--- src/rtl/glyph_pkg.sv ---
// rtl/glyph_pkg.sv - shared defaults, glyph codes and FSM encoding for the glyph blitter
package glyph_pkg;

    localparam int DEFAULT_GLYPH_W    = 8;
    localparam int DEFAULT_GLYPH_H    = 10;
    localparam int DEFAULT_NUM_GLYPHS = 64;
    localparam int DEFAULT_COORD_W    = 8;
    localparam int DEFAULT_COLOUR_W   = 6;
    localparam int DEFAULT_MAX_SCALE  = 4;
    localparam int DEFAULT_CODE_W     = $clog2(DEFAULT_NUM_GLYPHS);
    localparam int DEFAULT_SCALE_W    = $clog2(DEFAULT_MAX_SCALE + 1);

    localparam logic [DEFAULT_CODE_W-1:0] GLYPH_I = 6'd8;
    localparam logic [DEFAULT_CODE_W-1:0] GLYPH_L = 6'd11;
    localparam logic [DEFAULT_CODE_W-1:0] GLYPH_T = 6'd19;

    typedef enum logic [1:0] {
        IDLE  = 2'd0,
        FETCH = 2'd1,
        EMIT  = 2'd2,
        DONE  = 2'd3
    } blit_state_e;

endpackage

--- src/rtl/glyph_blitter_if.sv ---
// rtl/glyph_blitter_if.sv - request and plot-stream bundle between a client and the glyph blitter
interface glyph_blitter_if #(
    parameter int CODE_W   = glyph_pkg::DEFAULT_CODE_W,
    parameter int COORD_W  = glyph_pkg::DEFAULT_COORD_W,
    parameter int COLOUR_W = glyph_pkg::DEFAULT_COLOUR_W,
    parameter int SCALE_W  = glyph_pkg::DEFAULT_SCALE_W
);
    logic                start;
    logic                start_ready;
    logic [CODE_W-1:0]   code;
    logic [COORD_W-1:0]  origin_x;
    logic [COORD_W-1:0]  origin_y;
    logic [COLOUR_W-1:0] fg_colour;
    logic [COLOUR_W-1:0] bg_colour;
    logic                opaque;
    logic [SCALE_W-1:0]  scale;
    logic                plot_valid;
    logic                plot_ready;
    logic [COORD_W-1:0]  plot_x;
    logic [COORD_W-1:0]  plot_y;
    logic [COLOUR_W-1:0] plot_colour;
    logic                done;

    modport master (
        output start, code, origin_x, origin_y, fg_colour, bg_colour, opaque, scale, plot_ready,
        input  start_ready, plot_valid, plot_x, plot_y, plot_colour, done
    );

    modport slave (
        input  start, code, origin_x, origin_y, fg_colour, bg_colour, opaque, scale, plot_ready,
        output start_ready, plot_valid, plot_x, plot_y, plot_colour, done
    );
endinterface

--- src/rtl/glyph_rom.sv ---
// rtl/glyph_rom.sv - synchronous glyph bitmap ROM, one row per read, address = {code, row}
module glyph_rom
    import glyph_pkg::*;
#(
    parameter int GLYPH_W = DEFAULT_GLYPH_W,
    parameter int GLYPH_H = DEFAULT_GLYPH_H,
    parameter int CODE_W  = DEFAULT_CODE_W,
    parameter int ROW_W   = $clog2(GLYPH_H)
)(
    input  logic                     clk,
    input  logic [CODE_W+ROW_W-1:0]  addr,
    output logic [GLYPH_W-1:0]       row
);

    // MSB of each row is the leftmost pixel; undefined codes read as blank.
    function automatic logic [GLYPH_W-1:0] row_of(input logic [CODE_W-1:0] c,
                                                  input logic [ROW_W-1:0]  r);
        logic [7:0] bits;
        bits = 8'h00;
        if (r <= ROW_W'(GLYPH_H - 1)) begin
            case (c)
                CODE_W'(GLYPH_I): bits = (r == '0 || r == ROW_W'(GLYPH_H - 1)) ? 8'b0111_1100 : 8'b0001_0000;
                CODE_W'(GLYPH_L): bits = (r == ROW_W'(GLYPH_H - 1)) ? 8'b0001_1111 : 8'b0001_0000;
                CODE_W'(GLYPH_T): bits = (r == '0) ? 8'b1111_1110 : 8'b0001_0000;
                default:          bits = 8'h00;
            endcase
        end
        return GLYPH_W'(bits);
    endfunction

    always_ff @(posedge clk) begin
        row <= row_of(addr[CODE_W+ROW_W-1:ROW_W], addr[ROW_W-1:0]);
    end

endmodule

--- src/rtl/glyph_blitter.sv ---
// rtl/glyph_blitter.sv - walks one glyph bitmap and streams scaled (x, y, colour) plot writes
module glyph_blitter
    import glyph_pkg::*;
#(
    parameter int GLYPH_W    = DEFAULT_GLYPH_W,
    parameter int GLYPH_H    = DEFAULT_GLYPH_H,
    parameter int NUM_GLYPHS = DEFAULT_NUM_GLYPHS,
    parameter int COORD_W    = DEFAULT_COORD_W,
    parameter int COLOUR_W   = DEFAULT_COLOUR_W,
    parameter int MAX_SCALE  = DEFAULT_MAX_SCALE
)(
    input  logic            clk,
    input  logic            reset,
    glyph_blitter_if.slave  bus
);

    localparam int CODE_W  = $clog2(NUM_GLYPHS);
    localparam int SCALE_W = $clog2(MAX_SCALE + 1);
    localparam int ROW_W   = $clog2(GLYPH_H);
    localparam int GX_W    = $clog2(GLYPH_W);

    localparam logic [GX_W-1:0]  GX_LAST = GX_W'(GLYPH_W - 1);
    localparam logic [ROW_W-1:0] GY_LAST = ROW_W'(GLYPH_H - 1);

    localparam logic [1:0] S_IDLE  = IDLE;
    localparam logic [1:0] S_FETCH = FETCH;
    localparam logic [1:0] S_EMIT  = EMIT;
    localparam logic [1:0] S_DONE  = DONE;

    logic [1:0]          state;
    logic [CODE_W-1:0]   code_q;
    logic [COORD_W-1:0]  origin_x_q;
    logic [COLOUR_W-1:0] fg_q;
    logic [COLOUR_W-1:0] bg_q;
    logic                opaque_q;
    logic [SCALE_W-1:0]  scale_last;
    logic [SCALE_W-1:0]  sx;
    logic [SCALE_W-1:0]  sy;
    logic [GX_W-1:0]     gx;
    logic [ROW_W-1:0]    gy;
    logic [COORD_W-1:0]  cur_x;
    logic [COORD_W-1:0]  cur_y;
    logic                last_q;

    logic                plot_valid_q;
    logic [COORD_W-1:0]  plot_x_q;
    logic [COORD_W-1:0]  plot_y_q;
    logic [COLOUR_W-1:0] plot_colour_q;

    logic [GLYPH_W-1:0]  row_bits;
    logic [SCALE_W-1:0]  scale_eff;
    logic [GX_W-1:0]     bit_idx;
    logic                pixel_lit;
    logic                advance;

    glyph_rom #(
        .GLYPH_W (GLYPH_W),
        .GLYPH_H (GLYPH_H),
        .CODE_W  (CODE_W),
        .ROW_W   (ROW_W)
    ) u_rom (
        .clk  (clk),
        .addr ({code_q, gy}),
        .row  (row_bits)
    );

    always_comb begin
        scale_eff = bus.scale;
        if (bus.scale == '0)
            scale_eff = SCALE_W'(1);
        else if (bus.scale > SCALE_W'(MAX_SCALE))
            scale_eff = SCALE_W'(MAX_SCALE);
    end

    assign bit_idx   = GX_LAST - gx;
    assign pixel_lit = row_bits[bit_idx];
    // The output register is free when empty or being drained this cycle.
    assign advance   = !plot_valid_q || bus.plot_ready;

    always_ff @(posedge clk) begin
        if (reset) begin
            state         <= S_IDLE;
            code_q        <= '0;
            origin_x_q    <= '0;
            fg_q          <= '0;
            bg_q          <= '0;
            opaque_q      <= 1'b0;
            scale_last    <= '0;
            sx            <= '0;
            sy            <= '0;
            gx            <= '0;
            gy            <= '0;
            cur_x         <= '0;
            cur_y         <= '0;
            last_q        <= 1'b0;
            plot_valid_q  <= 1'b0;
            plot_x_q      <= '0;
            plot_y_q      <= '0;
            plot_colour_q <= '0;
        end else begin
            if (bus.plot_ready)
                plot_valid_q <= 1'b0;

            case (state)
                S_IDLE: begin
                    if (bus.start) begin
                        code_q     <= bus.code;
                        origin_x_q <= bus.origin_x;
                        fg_q       <= bus.fg_colour;
                        bg_q       <= bus.bg_colour;
                        opaque_q   <= bus.opaque;
                        scale_last <= scale_eff - 1'b1;
                        sx         <= '0;
                        sy         <= '0;
                        gx         <= '0;
                        gy         <= '0;
                        cur_x      <= bus.origin_x;
                        cur_y      <= bus.origin_y;
                        last_q     <= 1'b0;
                        state      <= S_FETCH;
                    end
                end
                S_FETCH: state <= S_EMIT;
                S_EMIT: begin
                    if (advance) begin
                        if (last_q) begin
                            state <= S_DONE;
                        end else begin
                            if (pixel_lit || opaque_q) begin
                                plot_valid_q  <= 1'b1;
                                plot_x_q      <= cur_x;
                                plot_y_q      <= cur_y;
                                plot_colour_q <= pixel_lit ? fg_q : bg_q;
                            end
                            if (sx != scale_last) begin
                                sx    <= sx + 1'b1;
                                cur_x <= cur_x + 1'b1;
                            end else if (gx != GX_LAST) begin
                                sx    <= '0;
                                gx    <= gx + 1'b1;
                                cur_x <= cur_x + 1'b1;
                            end else begin
                                // Row finished: rewind x, then either refetch or finish.
                                sx    <= '0;
                                gx    <= '0;
                                cur_x <= origin_x_q;
                                if (sy != scale_last) begin
                                    sy    <= sy + 1'b1;
                                    cur_y <= cur_y + 1'b1;
                                    state <= S_FETCH;
                                end else if (gy != GY_LAST) begin
                                    sy    <= '0;
                                    gy    <= gy + 1'b1;
                                    cur_y <= cur_y + 1'b1;
                                    state <= S_FETCH;
                                end else begin
                                    last_q <= 1'b1;
                                end
                            end
                        end
                    end
                end
                S_DONE:  state <= S_IDLE;
                default: state <= S_IDLE;
            endcase
        end
    end

    assign bus.start_ready = (state == S_IDLE);
    assign bus.done        = (state == S_DONE);
    assign bus.plot_valid  = plot_valid_q;
    assign bus.plot_x      = plot_x_q;
    assign bus.plot_y      = plot_y_q;
    assign bus.plot_colour = plot_colour_q;

endmodule

--- src/flat_wrapper.sv ---
// flat-port wrapper written by rule: the top's interface ports become plain ports
module glyph_blitter_flat import glyph_pkg::*;
#(
    parameter int GLYPH_W    = DEFAULT_GLYPH_W,
    parameter int GLYPH_H    = DEFAULT_GLYPH_H,
    parameter int NUM_GLYPHS = DEFAULT_NUM_GLYPHS,
    parameter int COORD_W    = DEFAULT_COORD_W,
    parameter int COLOUR_W   = DEFAULT_COLOUR_W,
    parameter int MAX_SCALE  = DEFAULT_MAX_SCALE
)
  (clk, reset, bus_start, bus_code, bus_origin_x, bus_origin_y, bus_fg_colour, bus_bg_colour, bus_opaque, bus_scale, bus_plot_ready, bus_start_ready, bus_plot_valid, bus_plot_x, bus_plot_y, bus_plot_colour, bus_done);
  glyph_blitter_if #(.COORD_W(COORD_W), .COLOUR_W(COLOUR_W)) bus_i ();
  input  logic clk;
  input  logic reset;
  input wire logic [$bits(bus_i.start)-1:0] bus_start;
  input wire logic [$bits(bus_i.code)-1:0] bus_code;
  input wire logic [$bits(bus_i.origin_x)-1:0] bus_origin_x;
  input wire logic [$bits(bus_i.origin_y)-1:0] bus_origin_y;
  input wire logic [$bits(bus_i.fg_colour)-1:0] bus_fg_colour;
  input wire logic [$bits(bus_i.bg_colour)-1:0] bus_bg_colour;
  input wire logic [$bits(bus_i.opaque)-1:0] bus_opaque;
  input wire logic [$bits(bus_i.scale)-1:0] bus_scale;
  input wire logic [$bits(bus_i.plot_ready)-1:0] bus_plot_ready;
  output wire logic [$bits(bus_i.start_ready)-1:0] bus_start_ready;
  output wire logic [$bits(bus_i.plot_valid)-1:0] bus_plot_valid;
  output wire logic [$bits(bus_i.plot_x)-1:0] bus_plot_x;
  output wire logic [$bits(bus_i.plot_y)-1:0] bus_plot_y;
  output wire logic [$bits(bus_i.plot_colour)-1:0] bus_plot_colour;
  output wire logic [$bits(bus_i.done)-1:0] bus_done;
  assign bus_i.start = bus_start;
  assign bus_i.code = bus_code;
  assign bus_i.origin_x = bus_origin_x;
  assign bus_i.origin_y = bus_origin_y;
  assign bus_i.fg_colour = bus_fg_colour;
  assign bus_i.bg_colour = bus_bg_colour;
  assign bus_i.opaque = bus_opaque;
  assign bus_i.scale = bus_scale;
  assign bus_i.plot_ready = bus_plot_ready;
  assign bus_start_ready = bus_i.start_ready;
  assign bus_plot_valid = bus_i.plot_valid;
  assign bus_plot_x = bus_i.plot_x;
  assign bus_plot_y = bus_i.plot_y;
  assign bus_plot_colour = bus_i.plot_colour;
  assign bus_done = bus_i.done;
  glyph_blitter #(.GLYPH_W(GLYPH_W), .GLYPH_H(GLYPH_H), .NUM_GLYPHS(NUM_GLYPHS), .COORD_W(COORD_W), .COLOUR_W(COLOUR_W), .MAX_SCALE(MAX_SCALE)) u_core (.clk(clk), .reset(reset), .bus(bus_i));
endmodule
--- config.mk ---
export PLATFORM = sky130hd
export DESIGN_NAME = glyph_blitter_flat
export DESIGN_NICKNAME = d
export VERILOG_FILES = /design/src/rtl/glyph_pkg.sv /design/src/rtl/glyph_blitter_if.sv /design/src/rtl/glyph_rom.sv /design/src/rtl/glyph_blitter.sv /design/src/flat_wrapper.sv
export SDC_FILE = /design/constraint.sdc
export NUM_CORES = 1
export LEC_CHECK = 0
export ABC_AREA = 0
export ABC_CLOCK_PERIOD_IN_PS = 3500
export BUFFER_PORTS_ARGS = -buffer_cell sky130_fd_sc_hd__buf_2
export CAP_MARGIN = 20
export CORE_UTILIZATION = 35
export DETAILED_ROUTE_END_ITERATION = 8
export SETUP_SLACK_MARGIN = 0.1
export SYNTH_ARGS = -nofsm -noshare
export SYNTH_HDL_FRONTEND = slang
export SYNTH_SLANG_ARGS = --single-unit
--- constraint.sdc ---
create_clock -name clk -period 3.5 [get_ports clk]
set_input_delay 0.35 -clock clk [delete_from_list [all_inputs] [get_ports clk]]
set_output_delay 0.35 -clock clk [all_outputs]
set_load 0.005 [all_outputs]
## Yosys cells after proc, flatten, opt, wreduce, memory -nomap -nowiden

Cells that the tools add are included.

- Bits in registers: 93
- Bits in latches: 0
- Bits in writable memories: 0
- Bits in read-only memories: 0
- Output and inout bits: 25
- Logic and storage cells: 138
- Memories: 0

- Add/sub/neg operators: 8
- Multipliers: 0
- Divide/modulo/power cells: 0
- $lt $le $gt $ge: 3
- Eq/ne operators: 22
- Shift-type cells: 0
- Muxes and demuxes: 69
- Bitwise operators: 1
- Reduce and logical (&&, ||, !) cells: 16

Operators by type and width:

| operator | count |
|---|---|
| $mux W8 | 13 |
| $mux W3 | 16 |
| $mux W4 | 8 |
| $pmux W8 S2 | 2 |
| $pmux W8 S3 | 1 |
| $pmux W3 S2 | 3 |
| $add A8 B1 Y8 const B | 2 |
| $mux W2 | 7 |
| $mux W1 | 13 |
| $eq A6 B4 Y1 const B | 2 |
| $ne A2 B2 Y1 const B | 5 |
| $reduce_and A5 Y1 | 2 |
| $add A3 B1 Y3 const B | 3 |
| $pmux W2 S4 | 1 |
| $pmux W4 S2 | 1 |
| $reduce_and A4 Y1 | 2 |
| $reduce_and A8 Y1 | 1 |
| $mux W7 | 1 |
| $reduce_and A7 Y1 | 1 |
| $eq A6 B5 Y1 const B | 1 |
| $mux W6 | 1 |
| $ne A3 B2 Y1 const B | 2 |
| $ne A3 B3 Y1 | 2 |
| $add A4 B1 Y4 const B | 1 |
| 24 further kinds | 28 |

## Logic depth before layout (Yosys ltp)

Gate-level depths: netlist of run 1.

- Word-level depth: 8
- Depth in mapped cells: 8
- Mapped depth without buffers: 7

## Hierarchy

A second synthesis of run 1 with hierarchy kept.

- Cell total of the unflattened synthesis: 511
- Area, all modules: 4235.3 um2

By module, submodules not included:

| module | times used | cells each | area each (um2) | seq. area each (um2) |
|---|---|---|---|---|
| glyph_blitter | 1 | 482 | 3960.0 | 1701.6 |
| glyph_rom | 1 | 29 | 275.3 | 120.1 |

## Worst setup path after synthesis of run 1

Ideal clock, no wire load.

- Path kind: flip-flop to flip-flop
- Start: reg u_core.gx[1]
- End: reg u_core.gy[3]
- Setup time: 70 ps
- Data arrival time: 1821 ps
- Data required time: 3430 ps
- Setup slack: 1609 ps
- Stages on the path, launching flop included: 8
- Buffers on the path: 1
- Period minus slack after synthesis: 1891 ps
- Path through: dfxtp_1 ha_1 ha_1 and4_1 clkbuf_2 a31oi_1 or4_1 a21oi_1

- Cells in the longest elaborated chain, start to end: 3

Ends and longest elaborated chain:

| what | line | text |
|---|---|---|
| start, declared | glyph_blitter.sv:39 | `logic [GX_W-1:0] gx;` |
| start signal, assigned | glyph_blitter.sv:140 | `gx <= gx + 1'b1;` |
| $ne A3 B3 Y1 | glyph_blitter.sv:138 | `end else if (gx != GX_LAST) begin` |
| $ne A2 B2 Y1 (no line) | -- |  |
| $reduce_and A8 Y1 (no line) | -- |  |
| end signal, assigned | glyph_blitter.sv:153 | `gy <= gy + 1'b1;` |
| end, declared | glyph_blitter.sv:40 | `logic [ROW_W-1:0] gy;` |

Every way passes these cells.
A chain may end at the register's enable or synchronous reset.

## Worst setup path after layout of run 1

- Start: reg u_core.state[1]
- End: reg u_core.gy[0]

- Cells in the longest elaborated chain, start to end: 3

Ends and longest elaborated chain:

| what | line | text |
|---|---|---|
| start, declared | glyph_blitter.sv:30 | `logic [1:0] state;` |
| start signal, assigned | glyph_blitter.sv:82 | `state <= S_IDLE;` |
| start signal, assigned | glyph_blitter.sv:120 | `state <= S_FETCH;` |
| start signal, assigned | glyph_blitter.sv:123 | `S_FETCH: state <= S_EMIT;` |
| $eq A2 B2 Y1 or $logic_not A2 Y1 (tied branches) | glyph_blitter.sv:104 | `case (state)` |
| $ne A2 B2 Y1 (no line), or another cell as far along | -- |  |
| $reduce_and A8 Y1 (no line) | -- |  |

Parallel ways exist; a longest one is shown, timed or not.

==> results.txt, run 1 <==
----------------------------------------------------
[Floorplan]
  Die boundary height ... between 100 and 150 um
  I/O pin total ... 67
  CORE AREA ... 11,610 um^2
  Initial core utilization ... 36.57%
  Floorplan die width ... 112.2 um
  Total Die Area ... 12,580 um^2
  Number of standard-cell rows in the floorplan ... 39

[Flow run]
  Number of max-cap violations ... 0

[GRT]
  Initial antenna violation count ... 0
  Wire length of the first global-routing pass ... 18,330 um
  Total global routing overflow ... 0
  Global-route total usage across every layer ... a little under a fifth
  Pin count of the biggest net entering global routing ... 52
  Number of global-route vias before repair ... 3,711

[Clock tree]
  Post-cts repair resize count ... 0
  Clock Tree Root ... sky130_fd_sc_hd__clkbuf_16
  Hold buffer count at cts ... 0
  Number of buffers inserted to repair setup after CTS ... 0
  CTS clk-pin slew, worst paths ... about 0.070 ns
  Clk sink count ... 91
  Total CTS buffers ... 9
  H-Tree Depth ... 3
  Clock latency of the later-clocked register in the worst-skew pair ... around 0.34 ns
  Largest buffer count on any clock path ... 2
  CTS tree ... built

[Cells and area]
  Fraction of final layout cells with drive strength greater than 1 ... between 10% and 20%
  Final design area excluding fillers ... ~5000 um^2
  Filler instances ... between 1,000 and 1,500
  Nets@finish ... ~620
  Area Overhead vs Synth ... 18.06%
  Core utilization of the finished layout ... between 40% and 50%
  Post-route insts no fill ... 717
  Antenna fix cells ... 0

[Yosys]
  Flop and latch count out of synthesis ... 91
  Count of distinct cell types in the synthesized netlist ... between 50 and 60
  Post-synthesis async set-or-reset flop share ... 0%
  Number of warning messages in the yosys log ... 0
  Sequential element share of the synthesized area ... ~43%
  Mapped cell area ... 4247 um^2
  Cell type with the highest aggregate area in the netlist ... sky130_fd_sc_hd__dfxtp_1
  Main area contributors after synthesis ... sky130_fd_sc_hd__dfxtp_1, sky130_fd_sc_hd__a21oi_1, sky130_fd_sc_hd__nand2_1, sky130_fd_sc_hd__o21ai_0, sky130_fd_sc_hd__nand3_1
  Most common library cells after synthesis ... sky130_fd_sc_hd__dfxtp_1, sky130_fd_sc_hd__nand2_1, sky130_fd_sc_hd__a21oi_1
  Post-synth EDFFs ... 0
  Most instantiated library cell after synthesis ... sky130_fd_sc_hd__dfxtp_1
  Net count of the mapped netlist ... between 500 and 600
  Most used flip-flop cell after synthesis ... sky130_fd_sc_hd__dfxtp_1
  Per-instance average area after synthesis ... 8.198 um^2
  Top cell type's share of synthesized area ... a little over two fifths
  Gate count of the mapped netlist ... a little over 500

[Power]
  Max IR drop VDD ... ~0.19 mV
  Reported leakage power ... approximately 1.9 nW
  Ratio of total power to cell area ... 543.0 nW/um^2
  Design Power ... ~2.7 mW

[Worst setup path]
  Sequence of cells on the critical path ... nand2b_1 > nor3_2 > nand2_1 > nor3_1 > a31o_2
  Critical path class ... flop to flop
  Worst setup slack for register-to-register paths ... 0.98 ns
  Launch point of the worst reg-to-reg path ... u_core.state[1]
  Max Fanout on Critical Path ... 21
  Worst Setup End Kind ... flop
  Worst EP required ... between 3 and 4 ns
  Endpoint of the most critical register-to-register path ... u_core.gy[0]
  Biggest cell delay along the critical path ... between 0.6 and 0.7 ns
  Depth of the worst register-to-register path ... 5
  Master of the slowest instance on the critical path ... sky130_fd_sc_hd__nor3_2
  Capturing element of the worst setup path ... u_core.gy[0]
  First element of the critical path ... u_core.state[1]
  Crit path launch type ... flop
  CP Data Arrival Time ... 2.81 ns

[Placement]
  Count of input and output buffers ... 66
  Placer's final routability congestion estimate ... between 0.8 and 0.9
  Detailed-placement wirelength estimate ... roughly 7600 um
  Placement-stage cell area ... between 4000 and 5000 um^2
  Total placed cells including tap cells ... roughly 700
  Post-place setup slack ... between 0.9 and 1 ns

[Timing]
  Unrepaired setup endpoints after global routing ... no
  Hold Vio Cnt, Final ... 0
  Max Freq ... just under 0.4 GHz
  Slew Viols, Final ... 0
  Clock tree skew after final layout ... ~0.0074 ns
  Slew HR ... between 40% and 50%
  Fin worst setup slack ... just under 1 ns
  Setup Total Neg Slack ... 0 ns
  Fraction of the cycle the final worst path needs ... 72.04%
  Setup Viol. Count Final ... 0
  Slew @ Worst Pin ... ~0.87 ns
  Time the worst path needs with I/O delays and setup ... roughly 2.5 ns
  Hold Slack ... about 0.23 ns

[Outcome]
  Result of the run ... complete, but fails checks
  Failing checks ... DRC

[Detailed routing]
  Count of vias placed by the detailed router ... 3,915
  Remaining DRCs ... 6
  Initial detailed-routing violation count ... roughly 280
  Total Wirelength ... around 11,000 um
  Routed wire length per instance ... around 15 um
  Count of TritonRoute iterations in the first routing pass ... 7
  Count of nets left with antenna violations after detail routing ... 0
  Drt via density ... approximately 5.5

[Worst hold path]
  Hold Path Cell Cnt ... 3
  Hold/Removal Path Class ... input port to flop

----------------------------------------------------
==> report_power, final <==
part / internal [mW] / leakage, nW / total, mW / switching (mW)
Combinational: 0.147 / 1.04 / 0.424 / 0.277
Clock: 0.701 / 0.167 / 1.11 / 0.411
Sequential: 1.11 / 0.742 / 1.19 / 0.0797
Total: 1.96 / 1.95 / 2.72 / 0.768
==> cells in the final DEF (no fill, tap or decap), types with 3 or more instances in the layout <==
| master | instances |
|---|---|
| sky130_fd_sc_hd__and2_1 | 3 |
| sky130_fd_sc_hd__xnor2_1 | 9 |
| sky130_fd_sc_hd__mux2i_1 | 7 |
| sky130_fd_sc_hd__clkbuf_16 | 9 |
| sky130_fd_sc_hd__dfxtp_1 | 91 |
| sky130_fd_sc_hd__nand3_1 | 28 |
| sky130_fd_sc_hd__o31a_1 | 3 |
| sky130_fd_sc_hd__o21a_1 | 3 |
| sky130_fd_sc_hd__or4_1 | 3 |
| sky130_fd_sc_hd__a31oi_1 | 7 |
| sky130_fd_sc_hd__o211ai_1 | 3 |
| sky130_fd_sc_hd__a21oi_1 | 65 |
| sky130_fd_sc_hd__nor3_1 | 8 |
| sky130_fd_sc_hd__xor2_1 | 6 |
| sky130_fd_sc_hd__buf_2 | 66 |
| sky130_fd_sc_hd__bufinv_16 | 3 |
| sky130_fd_sc_hd__a311oi_1 | 7 |
| sky130_fd_sc_hd__nor2_1 | 25 |
| sky130_fd_sc_hd__nand2_1 | 79 |
| sky130_fd_sc_hd__a211oi_1 | 12 |
| sky130_fd_sc_hd__buf_4 | 5 |
| sky130_fd_sc_hd__inv_1 | 7 |
| sky130_fd_sc_hd__ha_1 | 11 |
| sky130_fd_sc_hd__a21o_1 | 3 |
| sky130_fd_sc_hd__o2bb2ai_1 | 6 |
| sky130_fd_sc_hd__or2_2 | 3 |
| sky130_fd_sc_hd__o31ai_1 | 5 |
| sky130_fd_sc_hd__and3_1 | 6 |
| sky130_fd_sc_hd__o21ai_0 | 39 |
| sky130_fd_sc_hd__nand2b_1 | 4 |
| sky130_fd_sc_hd__nand4_1 | 8 |
| sky130_fd_sc_hd__nor2b_1 | 4 |
==> worst max-delay path: cells and delay by family, from the launching register on <==
kind,cells,cell delay [ns]
flops,1,0.56
compound gates,1,0.12
simple gates,4,1.79
==> registers in the layout (all words and copies together) (netlist names) <==
signal                  count
u_core.sx                   3
u_core.fg_q                 6
u_core.bus.plot_y           8
u_core.code_q               6
u_core.bus.plot_colour      6
u_core.cur_y                8
u_core.last_q               1
u_core.state                2
u_core.u_rom.row            6
u_core.opaque_q             1
u_core.bus.plot_x           8
u_core.cur_x                8
u_core.bus.plot_valid       1
u_core.gy                   4
u_core.scale_last           3
u_core.gx                   3
u_core.bg_q                 6
u_core.sy                   3
u_core.origin_x_q           8
==> kinds of logic (layout without fill, tap and decap cells) <==
logic type	Yosys count	in the layout	synth area share [%]
AO/OA/AOI/OAI	170	170	24.75
XOR/XNOR	15	15	3.094
adder cells (fa/ha/maj)	11	11	3.241
buffers and inverters	41	97	3.801
flip-flops	91	91	42.90
multiplexers	9	9	2.239
AND/OR/NAND/NOR	181	181	19.98
==> cell type report <==
cell class              instances  area (um^2)  share of cell area [%]
multi-input cells             386         2266                   45.20
flip-flops and latches         91         1822                   36.34
repair buffers                 71        367.9                   7.337
clock buffers                  10        229.0                   4.567
well taps                     143        178.9                   3.569
clock inverters                 6        112.6                   2.246
inverters                      10        37.54                  0.7487
==> layer usage <==
metal,wire (um),vias up,track usage [%]
met4,155,0,5.689
met3,516,12,4.590
met5,0,-,0
met2,5037,78,28.74
li1,-,1980,-
met1,5220,1845,24.92
==> how the worst min path moves through the flow <==
stage,start,to
after detailed placement,u_core.origin_x_q[7],u_core.origin_x_q[7]
after global placement,u_core.origin_x_q[7],u_core.origin_x_q[7]
after floorplan,u_core.origin_x_q[7],u_core.origin_x_q[7]
final,bus_fg_colour[3],u_core.fg_q[3]
after global routing,bus_bg_colour[5],u_core.bg_q[5]
after CTS,bus_fg_colour[3],u_core.fg_q[3]
(Power assumes the default switching activity.)
==> run 2: changes to the inputs <==
--- a/config.mk
+++ b/config.mk
@@ -6,7 +6,7 @@
 export NUM_CORES = 1
 export LEC_CHECK = 0
 export ABC_AREA = 0
-export ABC_CLOCK_PERIOD_IN_PS = 3500
+export ABC_CLOCK_PERIOD_IN_PS = 2200
 export BUFFER_PORTS_ARGS = -buffer_cell sky130_fd_sc_hd__buf_2
 export CAP_MARGIN = 20
 export CORE_UTILIZATION = 35
==> constraint.sdc (replaced) <==
create_clock -name clk -period 2.2 [get_ports clk]
set_input_delay 0.22 -clock clk [delete_from_list [all_inputs] [get_ports clk]]
set_output_delay 0.22 -clock clk [all_outputs]
set_load 0.005 [all_outputs]
==> run 2 against run 1 <==
Net effect:
- the run still ends with DRC left
- clock power up 59%
- core utilization is 1.3 points higher
- die area did not move
- non-clock buffer count is 15 higher
- global-route usage grew 0.095 points
- total power increased by 62%
- clock skew shrank 0.0022 ns
- worst setup slack worse by 0.75 ns
- combinational power increased by 77%
- register-to-register slack worse by 0.75 ns
==> results.txt, run 2 (synthesis gave the netlist of run 1 again) <==
----------------------------------------------------
[Timing]
  Slew @ Worst Pin ... 0.7096 ns (-0.1559 ns)
  Setup Viol. Count Final ... 0 (unchanged)
  Hold Vio Cnt, Final ... 0 (unchanged)
  Fraction of the cycle the final worst path needs ... 89.76% (+18 points)
  Unrepaired setup endpoints after global routing ... no
  Clock tree skew after final layout ... 0.005228 ns (-0.002174 ns)
  Setup Total Neg Slack ... 0 ns (unchanged)
  Time the worst path needs with I/O delays and setup ... 1.975 ns (-0.5467 ns)
  Slew HR ... 52.69% (+10 points)
  Max Freq ... 0.5064 GHz (+28%)
  Slew Viols, Final ... 0 (unchanged)

[Outcome]
  Result of the run ... complete, but fails checks
  Failing checks ... DRC

[Flow run]
  Number of max-cap violations ... 0 (unchanged)

[Placement]
  Placer's final routability congestion estimate ... 0.8098 (-0.76%)
  Count of input and output buffers ... 66 (unchanged)
  Detailed-placement wirelength estimate ... 7720 um (+1.5%)
  Placement-stage cell area ... 4777 um^2 (+2.2%)

[GRT]
  Global-route total usage across every layer ... 18.46% (+0.095 points)
  Number of global-route vias before repair ... 3,735 (+0.65%)
  Wire length of the first global-routing pass ... 18,710 um (+2.1%)
  Initial antenna violation count ... 0 (unchanged)
  Total global routing overflow ... 0 (unchanged)
  Pin count of the biggest net entering global routing ... 66 (+27%)

[Worst setup path]
  Master of the slowest instance on the critical path ... sky130_fd_sc_hd__or4_1
  Most repeated library cell on the critical path ... sky130_fd_sc_hd__ha_1
  Category of cells accounting for the largest share of critical-path delay ... simple AND/OR/NAND/NOR gates
  Crit path launch type ... flop
  Biggest cell delay along the critical path ... 0.50 ns (-0.19 ns)
  Sequence of cells on the critical path ... ha_1 > ha_1 > nand2_1 > a21oi_2 > o21ai_2 > or4_1 > a31oi_1
  CP Data Arrival Time ... 2.24 ns (-0.57 ns)
  Worst Setup End Kind ... flop
  Critical path class ... flop to flop
  Combined buffer and inverter count along the critical path ... 0 (unchanged)
  Worst EP required ... 2.47 ns (-1.32 ns)
  Max Fanout on Critical Path ... 9 (-57%)

[Clock tree]
  Total CTS buffers ... 9 (unchanged)
  Clk sink count ... 91 (unchanged)
  Hold buffer count at cts ... 0 (unchanged)
  Clock latency of the later-clocked register in the worst-skew pair ... 0.34 ns (about the same)
  CTS tree ... built
  H-Tree Depth ... 3 (unchanged)
  Largest buffer count on any clock path ... 2 (unchanged)
  Clock Tree Root ... sky130_fd_sc_hd__clkbuf_16
  CTS clk-pin slew, worst paths ... 0.06 ns (about the same)

[Floorplan]
  CORE AREA ... 11,610 um^2 (unchanged)
  Floorplan die width ... 112.2 um (unchanged)
  Number of standard-cell rows in the floorplan ... 39 (unchanged)
  Total Die Area ... 12,580 um^2 (unchanged)
  Initial core utilization ... 36.57% (unchanged)
  I/O pin total ... 67 (unchanged)
  Die boundary height ... 112.2 um (unchanged)

[Power]
  Reported leakage power ... 2.028 nW (+4.1%)
  Power dissipated by switching net loads ... 1.238 mW (+61%)
  Part of the power in registers ... 42.8% (-0.8 points)
  Max IR drop VDD ... 0.4176 mV (+120%)
  Combinational share of power ... 17.1% (+1.5 points)
  Int Power ... 3.162 mW (+62%)
  Clock Power Share ... 40.1% (-0.7 points)
  Ratio of total power to cell area ... 852.3 nW/um^2 (+57%)
  Switching power share of the total ... 28.14% (-0.050 points)

[Cells and area]
  Final design area excluding fillers ... 5162 um^2 (+3.0%)
  Filler instances ... 1,153 (-0.43%)
  Antenna fix cells ... 0 (unchanged)
  Area Overhead vs Synth ... 21.57%
  Nets@finish ... 638 (+2.6%)
  Top library cells by usage in the layout, fill and taps aside ... sky130_fd_sc_hd__dfxtp_1, sky130_fd_sc_hd__nand2_1, sky130_fd_sc_hd__buf_2
  Most common library cell in the layout ignoring fill and taps ... sky130_fd_sc_hd__dfxtp_1
  Area of the multi-input gates ... 2293 um^2 (+1.2%)
  Fraction of final layout cells with drive strength greater than 1 ... 20.51% (+3.3 points)
  Area of all sequential standard cells ... 1824 um^2 (+0.14%)

[Detailed routing]
  Drt via density ... 5.498 (+0.69%)
  Total Wirelength ... 11,210 um (+2.6%)
  Initial detailed-routing violation count ... 354 (+29%)
  Count of TritonRoute iterations in the first routing pass ... 7 (unchanged)
  Remaining DRCs ... 6 (unchanged)
  Routed wire length per instance ... 15.30 um (+0.36%)
  Count of vias placed by the detailed router ... 4,030 (+2.9%)
  Count of nets left with antenna violations after detail routing ... 0 (unchanged)

[Worst hold path]
  Hold/Removal Path Class ... input port to flop

----------------------------------------------------
[run 2: repair_timing]
item,in CTS,in global routing
gates resized for setup,0,8
buffers inserted,0,1
pin swaps,0,1
cloned,0,1
endpoints found under the setup margin,1,13
[run 2: per-layer routing]
metal  track usage [%]  wire [um]  vias up
li1                  -          -     2017
met1             25.87       5496     1899
met2             28.24       4990      101
met3             3.996        574       13
met4             5.956        153        0
met5                 0          0        -
[run 2: final cells by class]
cell class,count,area share (%)
Clock inverter,3,1.309
Inverter,10,0.7271
Timing Repair Buffer,86,9.307
Tap cell,143,3.466
Multi-Input combinational cell,387,44.43
Sequential cell,91,35.34
Clock buffer,13,5.429
[run 2: worst paths after layout]
check	slack, ns	from	cells after the start	endpoint
max reg2reg	0.23	u_core.gx[0]	7	u_core.cur_y[0]
max	0.23	u_core.gx[0]	7	u_core.cur_y[0]
min	0.11	bus_code[1]	3	u_core.code_q[1]
min reg2reg	0.45	u_core.origin_x_q[7]	2	u_core.origin_x_q[7]
[run 2: power by group through the flow]
| stage | Combinational [mW] | Clock (mW) | Sequential (mW) |
|---|---|---|---|
| after floorplan | 0.506 | 0 | 1.87 |
| after global placement | 0.715 | 0 | 1.91 |
| after detailed placement | 0.727 | 0 | 1.91 |
| after CTS | 0.730 | 1.80 | 1.88 |
| after global routing | 0.836 | 1.86 | 1.90 |
| final | 0.751 | 1.76 | 1.88 |
[run 2: worst register-to-register path, stage by stage, from the launching register on]
cell                      delay [ns]
sky130_fd_sc_hd__dfxtp_2        0.40
sky130_fd_sc_hd__ha_1           0.16
sky130_fd_sc_hd__ha_1           0.22
sky130_fd_sc_hd__nand2_1        0.09
sky130_fd_sc_hd__a21oi_2        0.22
sky130_fd_sc_hd__o21ai_2        0.16
sky130_fd_sc_hd__or4_1          0.50
sky130_fd_sc_hd__a31oi_1        0.16
[run 2: per-stage QoR]
stage                     setup slack (ns)  total power [mW]  hold WS (ns)  util, %  std cells
final                               0.2254             4.400        0.1137    44.45        733
after global routing                0.1079             4.598        0.1150    44.45        733
after CTS                          0.09143             4.404        0.1028    44.13        731
after detailed placement            0.1116             2.642        0.4444    41.13        715
after global placement              0.1374             2.627        0.4390    41.13        715
after floorplan                     0.3088             2.379        0.3560        -        518
==> run 3: changes to the inputs <==
--- a/config.mk
+++ b/config.mk
@@ -14,4 +14,5 @@
 export SETUP_SLACK_MARGIN = 0.1
 export SYNTH_ARGS = -nofsm -noshare
 export SYNTH_HDL_FRONTEND = slang
+export SYNTH_HIERARCHICAL = 1
 export SYNTH_SLANG_ARGS = --single-unit
==> run 3 against run 2 <==
Net effect:
- the flow still finishes with violations (DRC)
- routed wire length decreased by 7.9%
- sequential cell count unchanged
- synthesized cell count decreased by 1.4%
- total power decreased by 11%
- fmax decreased by 0.98%
==> results.txt, run 3 <==
----------------------------------------------------
[Worst setup path]
  Biggest cell delay along the critical path ... 0.49 ns (about the same)
  Sequence of cells on the critical path ... inv_1 > ha_1 > and3b_1 > nand4b_1 > or4_4 > or3_1 > a21oi_1
  Depth of the worst register-to-register path ... 7 (unchanged)
  Path length in cells of the critical path ... 7 (unchanged)
  CP Data Arrival Time ... 2.27 ns (+0.03 ns)
  Critical path class ... flop to flop
  Worst EP required ... 2.47 ns (about the same)
  Combined buffer and inverter count along the critical path ... 1 (+1)
  Worst Setup End Kind ... flop
  Max Fanout on Critical Path ... 9 (unchanged)
  Master of the slowest instance on the critical path ... sky130_fd_sc_hd__or4_4
  Crit path launch type ... flop
  Category of cells accounting for the largest share of critical-path delay ... simple AND/OR/NAND/NOR gates

[Cells and area]
  Antenna fix cells ... 0 (unchanged)
  Nets@finish ... 618 (-3.1%)
  Final design area excluding fillers ... 5099 um^2 (-1.2%)
  Area of all sequential standard cells ... 1823 um^2 (about the same)
  Filler instances ... 1,159 (+0.52%)
  Top library cells by usage in the layout, fill and taps aside ... sky130_fd_sc_hd__dfxtp_1, sky130_fd_sc_hd__nand2_1, sky130_fd_sc_hd__buf_2, sky130_fd_sc_hd__a21oi_1, sky130_fd_sc_hd__nor2_1
  Most common library cell in the layout ignoring fill and taps ... sky130_fd_sc_hd__dfxtp_1
  Core utilization of the finished layout ... 43.90% (-0.55 points)
  Area Overhead vs Synth ... 20.38%
  Fraction of final layout cells with drive strength greater than 1 ... 20.28% (-0.23 points)
  Area of the multi-input gates ... 2248 um^2 (-2.0%)

[Clock tree]
  Clock latency of the later-clocked register in the worst-skew pair ... 0.34 ns (about the same)
  Largest buffer count on any clock path ... 2 (unchanged)
  Number of buffers inserted to repair setup after CTS ... 0 (unchanged)
  H-Tree Depth ... 3 (unchanged)
  Total CTS buffers ... 9 (unchanged)
  Clock Tree Root ... sky130_fd_sc_hd__clkbuf_16
  Clk sink count ... 91 (unchanged)
  CTS tree ... built
  CTS clk-pin slew, worst paths ... 0.06 ns (about the same)

[Timing]
  Time the worst path needs with I/O delays and setup ... 1.994 ns (+0.01955 ns)
  Slew HR ... 55.24% (+2.5 points)
  Hold Vio Cnt, Final ... 0 (unchanged)
  Setup Total Neg Slack ... 0 ns (unchanged)
  Clock tree skew after final layout ... 0.008315 ns (+0.003087 ns)
  Fraction of the cycle the final worst path needs ... 90.65% (+0.89 points)
  Unrepaired setup endpoints after global routing ... yes
  Setup Viol. Count Final ... 0 (unchanged)
  Max Freq ... 0.5015 GHz (-0.98%)
  Slew Viols, Final ... 0 (unchanged)
  Fin worst setup slack ... 0.2058 ns (-0.01955 ns)
  Slew @ Worst Pin ... 0.6715 ns (-0.03813 ns)

[Yosys]
  Top cell type's share of synthesized area ... 43.01% (+0.11 points)
  Number of warning messages in the yosys log ... 6 (+6)
  Post-synth EDFFs ... 0 (unchanged)
  Count of distinct cell types in the synthesized netlist ... 57 (-1.7%)
  Post-synthesis async set-or-reset flop share ... 0% (unchanged)
  Most instantiated library cell after synthesis ... sky130_fd_sc_hd__dfxtp_1
  Most used flip-flop cell after synthesis ... sky130_fd_sc_hd__dfxtp_1
  Cell type with the highest aggregate area in the netlist ... sky130_fd_sc_hd__dfxtp_1
  Flop and latch count out of synthesis ... 91 (unchanged)
  Gate count of the mapped netlist ... 511 (-1.4%)
  Sequential element share of the synthesized area ... 43.01% (+0.11 points)
  Net count of the mapped netlist ... 562 (-1.6%)
  Main area contributors after synthesis ... sky130_fd_sc_hd__dfxtp_1, sky130_fd_sc_hd__a21oi_1, sky130_fd_sc_hd__nand2_1, sky130_fd_sc_hd__o21ai_0, sky130_fd_sc_hd__nand3b_1
  Most common library cells after synthesis ... sky130_fd_sc_hd__dfxtp_1, sky130_fd_sc_hd__nand2_1, sky130_fd_sc_hd__a21oi_1
  Mapped cell area ... 4235 um^2 (-0.27%)
  Per-instance average area after synthesis ... 8.288 um^2 (+1.1%)

[Floorplan]
  Number of standard-cell rows in the floorplan ... 39 (unchanged)
  Initial core utilization ... 36.47% (-0.097 points)
  Floorplan die width ... 112.0 um (-0.13%)
  Die boundary height ... 112.0 um (-0.13%)
  Total Die Area ... 12,550 um^2 (-0.26%)
  CORE AREA ... 11,610 um^2 (unchanged)
  I/O pin total ... 67 (unchanged)

[Placement]
  Placement-stage cell area ... 4776 um^2 (about the same)
  Detailed-placement wirelength estimate ... 7420 um (-3.9%)
  Post-place setup slack ... 0.06542 ns (-0.04617 ns)
  Count of input and output buffers ... 66 (unchanged)
  Placer's final routability congestion estimate ... 0.8201 (+1.3%)

[Outcome]
  Result of the run ... complete, but fails checks
  Failing checks ... DRC

[GRT]
  Wire length of the first global-routing pass ... 17,230 um (-7.9%)
  Total global routing overflow ... 0 (unchanged)
  Initial antenna violation count ... 0 (unchanged)
  Global-route total usage across every layer ... 17.21% (-1.3 points)
  Pin count of the biggest net entering global routing ... 45 (-32%)
  Number of global-route vias before repair ... 3,546 (-5.1%)

[Power]
  Clock Power Share ... 40.1% (about the same)
  Max IR drop VDD ... 0.3661 mV (-12%)
  Design Power ... 3.932 mW (-11%)
  Int Power ... 2.903 mW (-8.2%)
  Switching power share of the total ... 26.17% (-2.0 points)
  Ratio of total power to cell area ... 771.3 nW/um^2 (-9.5%)
  Power dissipated by switching net loads ... 1.029 mW (-17%)
  Combinational share of power ... 13.3% (-3.8 points)
  Reported leakage power ... 1.963 nW (-3.2%)
  Part of the power in registers ... 46.5% (+3.7 points)

[Detailed routing]
  Count of TritonRoute iterations in the first routing pass ... 9 (+2)
  Initial detailed-routing violation count ... 285 (-19%)
  Count of nets left with antenna violations after detail routing ... 0 (unchanged)
  Count of vias placed by the detailed router ... 3,775 (-6.3%)
  Total Wirelength ... 10,330 um (-7.9%)
  Remaining DRCs ... 3 (-3)
  Routed wire length per instance ... 14.45 um (-5.6%)
  Drt via density ... 5.280 (-4.0%)

[Flow run]
  Number of max-cap violations ... 0 (unchanged)

[Worst hold path]
  Hold Path Cell Cnt ... 3 (unchanged)
  Hold/Removal Path Class ... input port to flop

----------------------------------------------------
## run 3: cell families after synthesis
kind of cell / Yosys count / synth area share, %
AND/OR/NAND/NOR: 194 / 23.49
AO/OA/AOI/OAI: 149 / 21.24
flip-flops: 91 / 43.01
buffers and inverters: 47 / 4.461
XOR/XNOR: 14 / 3.427
adder cells (fa/ha/maj): 9 / 2.659
multiplexers: 7 / 1.713
## run 3: power groups by stage
stage	Combinational, mW	Sequential [mW]	Clock [mW]
after floorplan	0.359	1.84	0
after global placement	0.515	1.86	0
after detailed placement	0.523	1.87	0
after CTS	0.526	1.83	1.62
after global routing	0.587	1.84	1.69
final	0.523	1.83	1.58
## run 3: path summary, 6_finish.rpt
| path | slack [ns] | startpoint | to |
|---|---|---|---|
| max | 0.21 | u_core/gy[1] | u_core/gy[3] |
| min | 0.11 | bus_fg_colour[3] | u_core/fg_q[3] |
| max reg2reg | 0.21 | u_core/gy[1] | u_core/gy[3] |
| min reg2reg | 0.45 | u_core/origin_x_q[1] | u_core/origin_x_q[1] |
## run 3: cell type report
| class | instances | share of cell area (%) |
|---|---|---|
| multi-input cells | 373 | 44.10 |
| flip-flops and latches | 91 | 35.75 |
| repair buffers | 83 | 9.963 |
| clock buffers | 13 | 5.104 |
| well taps | 143 | 3.509 |
| clock inverters | 3 | 0.9080 |
| inverters | 9 | 0.6626 |
## run 3: through the flow
stage | instances | hold WS [ns]
finish | 715 | 0.1126
global route | 715 | 0.1060
CTS | 715 | 0.1006
detailed placement | 699 | 0.4491
global placement | 699 | 0.4420
floorplan | 511 | 0.3560
## run 3: metal layers
metal  wire length, um  GRT usage, %  vias up
li1                  -             -     1927
met1              4939         22.46     1758
met2              4855         27.29       84
met3               458         5.008        6
met4                77         5.600        0
met5                 0             0        -
## run 3: repair_timing
item | in CTS | in global routing
endpoints found under the hold margin | 0 | 0
endpoints found under the setup margin | 1 | 6
gates resized for setup | 1 | 5
hold buffers | 0 | 0
## run 3: worst register-to-register path, cell delays in order, from the launching register on
cell and delay (ns):
sky130_fd_sc_hd__dfxtp_2 0.36, sky130_fd_sc_hd__inv_1 0.05, sky130_fd_sc_hd__ha_1 0.16, sky130_fd_sc_hd__and3b_1 0.19, sky130_fd_sc_hd__nand4b_1 0.17, sky130_fd_sc_hd__or4_4 0.49, sky130_fd_sc_hd__or3_1 0.37, sky130_fd_sc_hd__a21oi_1 0.15
